--- config.mk ---
export PLATFORM = sky130hd
export DESIGN_NAME = ysyx_25040101_ifu
export DESIGN_NICKNAME = d
export VERILOG_FILES = /design/src/rtl/ysyx_25040101_ifu_pkg.sv /design/src/rtl/ysyx_25040101_ifu_perf.sv /design/src/rtl/ysyx_25040101_ifu.sv
export SDC_FILE = /design/constraint.sdc
export NUM_CORES = 1
export LEC_CHECK = 0
export ABC_AREA = 1
export BUFFER_PORTS_ARGS = -buffer_cell sky130_fd_sc_hd__clkbuf_2
export CORE_AREA = 2 2 103 105
export CTS_BUF_LIST = sky130_fd_sc_hd__clkbuf_2
export CTS_CLUSTER_SIZE = 40
export DETAILED_ROUTE_END_ITERATION = 7
export DIE_AREA = 0 0 105 107
export PLACE_DENSITY = 0.87
export SYNTH_ARGS = -nofsm -noshare
export SYNTH_HDL_FRONTEND = slang
export SYNTH_HIERARCHICAL = 1
export SYNTH_SLANG_ARGS = --single-unit
export TNS_END_PERCENT = 100
--- constraint.sdc ---
create_clock -name clk -period 4.9 [get_ports clk]
set_input_delay 0.245 -clock clk [delete_from_list [all_inputs] [get_ports clk]]
set_output_delay 0.245 -clock clk [all_outputs]
set_load 0.01 [all_outputs]
--- src/rtl/ysyx_25040101_ifu_pkg.sv ---
// Shared types and constants for the ysyx_25040101 instruction fetch unit.
// FSM encoding, AXI response code and the default boot address live here.
package ysyx_25040101_pkg;

   typedef enum logic [1:0] {
      IFU_REQ   = 2'd0,
      IFU_WAIT  = 2'd1,
      IFU_VALID = 2'd2,
      IFU_HALT  = 2'd3
   } ifu_state_t;

   localparam logic [1:0]  RRESP_OKAY       = 2'b00;
   localparam logic [31:0] DEFAULT_RESET_PC = 32'h8000_0000;

   // Only the two low bits decide alignment of a 32-bit instruction address.
   function automatic logic is_word_aligned(input logic [1:0] addr_lo);
      return addr_lo == 2'b00;
   endfunction

endpackage

--- src/rtl/ysyx_25040101_ifu_perf.sv ---
// Fetch / stall performance counters for the IFU; both wrap modulo 2^32.
// Only built when YSYX_25040101_IFU_PERF_EN is defined, matching its single instantiation site.
`ifdef YSYX_25040101_IFU_PERF_EN
module ysyx_25040101_ifu_perf (
   input  logic        clk,
   input  logic        rst,
   input  logic        i_fetch_ok,
   input  logic        i_stall,
   output logic [31:0] o_fetch_cnt,
   output logic [31:0] o_stall_cnt
);

   logic [31:0] r_fetch_cnt;
   logic [31:0] r_stall_cnt;

   always_ff @(posedge clk or posedge rst) begin
      if (rst) begin
         r_fetch_cnt <= 32'h0;
         r_stall_cnt <= 32'h0;
      end else begin
         if (i_fetch_ok) r_fetch_cnt <= r_fetch_cnt + 32'h1;
         if (i_stall)    r_stall_cnt <= r_stall_cnt + 32'h1;
      end
   end

   assign o_fetch_cnt = r_fetch_cnt;
   assign o_stall_cnt = r_stall_cnt;

endmodule
`endif

--- src/rtl/ysyx_25040101_ifu.sv ---
// Handshaked instruction fetch unit: one outstanding AR/R read, one instruction presented at a time.
// Optional counters enabled by YSYX_25040101_IFU_PERF_EN; otherwise fetch_cnt_o/stall_cnt_o read as zero.
module ysyx_25040101_ifu
   import ysyx_25040101_pkg::*;
#(
   parameter int                ADDR_W   = 32,
   parameter logic [ADDR_W-1:0] RESET_PC = DEFAULT_RESET_PC
) (
   input  logic              clk,
   input  logic              rst,
   output logic              arvalid_o,
   output logic [ADDR_W-1:0] araddr_o,
   input  logic              arready_i,
   input  logic              rvalid_i,
   input  logic [ADDR_W-1:0] rdata_i,
   input  logic [1:0]        rresp_i,
   output logic              rready_o,
   output logic              inst_valid_o,
   input  logic              inst_ready_i,
   output logic [ADDR_W-1:0] inst_o,
   output logic [ADDR_W-1:0] pc_o,
   input  logic [ADDR_W-1:0] next_pc_i,
   output logic              fetch_err_o,
   output logic [31:0]       fetch_cnt_o,
   output logic [31:0]       stall_cnt_o
);

   ifu_state_t        r_state;
   ifu_state_t        w_state_next;
   logic [ADDR_W-1:0] r_araddr;
   logic [ADDR_W-1:0] w_araddr_next;
   logic [ADDR_W-1:0] r_pc;
   logic [ADDR_W-1:0] w_pc_next;
   logic [ADDR_W-1:0] r_inst;
   logic [ADDR_W-1:0] w_inst_next;
   logic              r_err;
   logic              w_err_next;

   logic w_r_beat;
   logic w_r_ok;
   logic w_npc_ok;

   assign w_r_beat = (r_state == IFU_WAIT) && rvalid_i;
   assign w_r_ok   = w_r_beat && (rresp_i == RRESP_OKAY);
   assign w_npc_ok = is_word_aligned(next_pc_i[1:0]);

   always_comb begin
      w_state_next  = r_state;
      w_araddr_next = r_araddr;
      w_pc_next     = r_pc;
      w_inst_next   = r_inst;
      w_err_next    = r_err;
      unique case (r_state)
         IFU_REQ: begin
            if (arready_i) w_state_next = IFU_WAIT;
         end
         IFU_WAIT: begin
            if (rvalid_i) begin
               if (rresp_i == RRESP_OKAY) begin
                  w_inst_next  = rdata_i;
                  w_pc_next    = r_araddr;
                  w_state_next = IFU_VALID;
               end else begin
                  w_err_next   = 1'b1;
                  w_state_next = IFU_HALT;
               end
            end
         end
         IFU_VALID: begin
            // The core owns PC arithmetic; a misaligned target is a fatal fetch fault.
            if (inst_ready_i) begin
               if (w_npc_ok) begin
                  w_araddr_next = next_pc_i;
                  w_state_next  = IFU_REQ;
               end else begin
                  w_err_next   = 1'b1;
                  w_state_next = IFU_HALT;
               end
            end
         end
         default: begin
            w_state_next = IFU_HALT;
         end
      endcase
   end

   always_ff @(posedge clk or posedge rst) begin
      if (rst) begin
         r_state  <= IFU_REQ;
         r_araddr <= RESET_PC;
         r_pc     <= RESET_PC;
         r_inst   <= '0;
         r_err    <= 1'b0;
      end else begin
         r_state  <= w_state_next;
         r_araddr <= w_araddr_next;
         r_pc     <= w_pc_next;
         r_inst   <= w_inst_next;
         r_err    <= w_err_next;
      end
   end

   // Handshake outputs decode straight from state, so inst_valid_o never depends on inst_ready_i.
   assign arvalid_o    = (r_state == IFU_REQ);
   assign rready_o     = (r_state == IFU_WAIT);
   assign inst_valid_o = (r_state == IFU_VALID);
   assign araddr_o     = r_araddr;
   assign pc_o         = r_pc;
   assign inst_o       = r_inst;
   assign fetch_err_o  = r_err;

`ifdef YSYX_25040101_IFU_PERF_EN
   logic w_stall;
   assign w_stall = (r_state == IFU_REQ) || (r_state == IFU_WAIT);

   ysyx_25040101_ifu_perf u_perf (
      .clk         (clk),
      .rst         (rst),
      .i_fetch_ok  (w_r_ok),
      .i_stall     (w_stall),
      .o_fetch_cnt (fetch_cnt_o),
      .o_stall_cnt (stall_cnt_o)
   );
`else
   assign fetch_cnt_o = 32'h0;
   assign stall_cnt_o = 32'h0;
`endif

endmodule

==> impl_metrics.prom <==
# TYPE chip_impl_metric gauge
chip_impl_metric{name="synth_seq_cells",unit=""} 99
chip_impl_metric{name="total_drc_errors_in_the_routed_layout",unit=""} 0
chip_impl_metric{name="area_of_combinational_cells_with_multiple_inputs",unit="um^2"} 1320
chip_impl_metric{name="r2r.worst_path.cells",unit=""} 6
chip_impl_metric{name="drt.antenna.violating_nets",unit=""} 0
chip_impl_metric{name="fin_setup_tns",unit="ns"} 0
chip_impl_metric{name="finalCriticalPeriod",unit="ns"} 2.23
chip_impl_metric{name="worst-endpoint-required",unit="ns"} 5.29
chip_impl_metric{name="syn_area",unit="um^2"} 4440
chip_impl_info{name="cts_tree",value="done"} 1
chip_impl_metric{name="diodes",unit=""} 0
chip_impl_metric{name="ios",unit=""} 235
chip_impl_metric{name="firstDrtPassIters",unit=""} 4
chip_impl_metric{name="vias_in_the_first_global_route",unit=""} 3519
chip_impl_metric{name="drv_cap",unit=""} 0
chip_impl_metric{name="area_growth",unit="%"} 32.5
chip_impl_metric{name="tightest_slew",unit="ns"} 0.965
chip_impl_info{name="cp-start-kind",value="register"} 1
chip_impl_metric{name="crit_arrival",unit="ns"} 2.62
chip_impl_metric{name="netlist_instances",unit=""} 469
chip_impl_metric{name="gr-usage-met2",unit=""} 0.340
chip_impl_metric{name="finalSetupViolCount",unit=""} 0
chip_impl_info{name="kind_of_end_point_of_the_critical_path",value="register"} 1
chip_impl_metric{name="final.fill_count",unit=""} 837
chip_impl_metric{name="relSlewSlack",unit=""} 0.357
chip_impl_metric{name="timing.clock.skew",unit="ns"} 0.0339
chip_impl_metric{name="finalHoldViolations",unit=""} 0
chip_impl_info{name="hold_path.class",value="in2reg"} 1
chip_impl_metric{name="maximum_number_of_pins_on_one_net_before_global_route_repair",unit=""} 70
chip_impl_metric{name="fp.dieArea",unit="um^2"} 11200
chip_impl_metric{name="clk_transition_reported_paths",unit="ns"} 0.26
chip_impl_metric{name="overall_power_consumption",unit="mW"} 3.15
chip_impl_metric{name="holdBufCountCts",unit=""} 65
chip_impl_metric{name="dp_worst_setup_slack",unit="ns"} 2.74
chip_impl_metric{name="setup_slack",unit="ns"} 2.67
chip_impl_metric{name="drt-vias-per-instance",unit=""} 4.28
chip_impl_metric{name="cts-root-to-sink-buffers",unit=""} 2
chip_impl_metric{name="power-per-cell-area",unit="nW/um^2"} 535
chip_impl_metric{name="grt.met1_usage",unit=""} 0.232
chip_impl_metric{name="synthDistinctLibCells",unit=""} 20
chip_impl_metric{name="tritoncts.num_buffers",unit=""} 9
chip_impl_metric{name="final_core_util",unit=""} 0.583
chip_impl_metric{name="route.vias.total",unit=""} 3574
chip_impl_metric{name="core",unit="um^2"} 10100
chip_impl_metric{name="cellLeakagePower",unit="nW"} 3.29
chip_impl_metric{name="syn_avg_cell_area",unit="um^2"} 9.47
chip_impl_metric{name="dieWidth",unit="um"} 105
chip_impl_metric{name="finalCritPeriodShare",unit=""} 0.455
chip_impl_metric{name="gr-usage-met3",unit=""} 0.0474
chip_impl_metric{name="number_of_nets_in_the_layout",unit=""} 767
chip_impl_metric{name="fin_cells",unit=""} 836
chip_impl_metric{name="grt_pass1_wl",unit="um"} 17100
chip_impl_metric{name="worst-path-max-fanout",unit=""} 69
chip_impl_metric{name="seqCellArea",unit="um^2"} 2480
chip_impl_metric{name="vdd_drop_max",unit="mV"} 0.259
chip_impl_metric{name="yosys_warnings",unit=""} 6
chip_impl_metric{name="place_congestion",unit=""} 0.733
chip_impl_metric{name="slew_viol_final",unit=""} 0
chip_impl_metric{name="die-height",unit="um"} 107
chip_impl_info{name="grt-busiest-layer",value="met2"} 1
chip_impl_metric{name="drt-initial-drc-count",unit=""} 250
chip_impl_info{name="run_status",value="finished clean"} 1
chip_impl_metric{name="post_cts.resized_instances",unit=""} 0
chip_impl_metric{name="effective_utilization_at_floorplan",unit=""} 0.440
chip_impl_metric{name="route.detailed.wl_per_inst",unit="um"} 12.6
chip_impl_metric{name="synth.yosys.seq_area_share",unit=""} 0.558
chip_impl_metric{name="number_of_buffer_cells_added_on_primary_ports",unit=""} 170
chip_impl_metric{name="cts_h_tree_depth",unit=""} 3
chip_impl_metric{name="dp_cells",unit=""} 756
chip_impl_info{name="path_class",value="reg2reg"} 1
chip_impl_metric{name="grt_antenna_before_repair",unit=""} 0
chip_impl_metric{name="hpwlAfterDp",unit="um"} 6740
chip_impl_metric{name="all_layer_global_routing_usage",unit=""} 0.191
chip_impl_metric{name="post_cts_buffers",unit=""} 0
chip_impl_metric{name="wirelength",unit="um"} 10500
chip_impl_metric{name="cts.sinks",unit=""} 99
chip_impl_info{name="clock_tree.root_cell",value="clkbuf_2"} 1
chip_impl_metric{name="drive_above_1_share",unit=""} 0.320
chip_impl_metric{name="rows",unit=""} 37
chip_impl_metric{name="max_freq",unit="MHz"} 448
chip_impl_info{name="setup_repair_after_global_routing_missed_its_margin",value="false"} 1
chip_impl_metric{name="clkLatencyLatePin",unit="ns"} 0.52
chip_impl_metric{name="worst_hold_path.num_cells",unit=""} 5
chip_impl_metric{name="grt-ovfl-total",unit=""} 0
==> worst paths after layout <==
kind | from | end | slack (ns)
hold reg to reg | pc_o[31]$_DFFE_PP1P_ | pc_o[31]$_DFFE_PP1P_ | 0.50
hold / removal | next_pc_i[0] | r_state[1]$_DFFE_PP0P_ | 0.09
max in group asynchronous | rst | inst_o[16]$_DFFE_PP0P_ | 3.44
min in group asynchronous | rst | inst_o[13]$_DFFE_PP0P_ | 0.30
setup / recovery | r_state[0]$_DFFE_PP0P_ | inst_o[23]$_DFFE_PP0P_ | 2.67
setup reg to reg | r_state[0]$_DFFE_PP0P_ | inst_o[23]$_DFFE_PP0P_ | 2.67
==> sequential cells by signal, indices dropped and copies added (netlist names) <==
register,flops
araddr_o,32
pc_o,32
fetch_err_o,1
r_state,2
inst_o,32
==> through the flow <==
| stage | instance area, um^2 | hold WS [ns] |
|---|---|---|
| floorplan | 4680 | 0.355 |
| global placement | 5110 | 0.312 |
| detailed placement | 5110 | 0.309 |
| CTS | 5890 | 0.00484 |
| global route | 5890 | 0.0510 |
| finish | 5890 | 0.0918 |
==> cells in the final DEF (no fill, tap or decap) <==
master           n
nand2_1        101
nor2_4           1
a21oi_1          1
clkbuf_2       180
o21bai_1         1
inv_1           69
inv_2            2
clkinv_1         1
nand3_1          4
o21ai_1         64
nand2_2          1
buf_4            2
nor2_1           5
conb_1          64
clkinvlp_4       2
nand3_4          1
inv_4            1
bufinv_16        2
o21ai_2         28
nor2_8           1
nor2_2           1
dfrtp_1         97
o21ai_0          4
dfstp_2          2
dlygate4sd3_1   65
==> synth_stat cells <==
cell type | count | area share
dfrtp_1 | 97 | 0.55
nand3_1 | 5 | 0.0056
a21oi_1 | 1 | 0.0011
o21ai_0 | 4 | 0.0045
inv_1 | 70 | 0.059
buf_6 | 7 | 0.018
o21ai_1 | 64 | 0.072
nor2_2 | 1 | 0.0014
buf_4 | 64 | 0.11
inv_2 | 2 | 0.0017
o21bai_1 | 1 | 0.0017
nor2_4 | 1 | 0.0025
o21ai_2 | 28 | 0.055
nand2_2 | 1 | 0.0014
nor2_8 | 1 | 0.0045
dfstp_2 | 2 | 0.012
nand2_1 | 101 | 0.085
nor2_1 | 5 | 0.0042
buf_2 | 13 | 0.015
conb_1 | 1 | 0.00084
==> where the power goes <==
part           total, mW  leakage [nW]  switching [mW]  internal (mW)
Clock              0.432        0.0717           0.266          0.166
Combinational       1.28          2.01           0.731          0.545
Sequential          1.44          1.21           0.235           1.20
==> routing by layer <==
metal | up-vias | share of wire
met2 | 150 | 0.52
met4 | 0 | 0.0076
li1 | 1763 | -
met1 | 1652 | 0.41
met5 | - | 0
met3 | 9 | 0.061
==> critical path, cell delays in order (launching register included) <==
cell and delay [ns]:
dfrtp_1 0.52, inv_2 0.09, nor2_4 0.14, nand3_4 0.56
buf_4 0.57, nand2_1 0.13, o21ai_1 0.08
==> kinds of logic after synthesis <==
family                 synth area share
DFF                               0.558
AOI/OAI and AO/OA                 0.135
buffers and inverters             0.201
other                          0.000844
and+or+nand+nor                   0.105
==> area by class of cell <==
cell class,instances,share of cell area
well taps,136,0.0289
clock inverters,5,0.0134
clock buffers,10,0.00850
repair buffers,237,0.258
multi-input cells,277,0.224
flip-flops and latches,99,0.421
inverters,72,0.0463
Power figures use the tool's default switching activity.
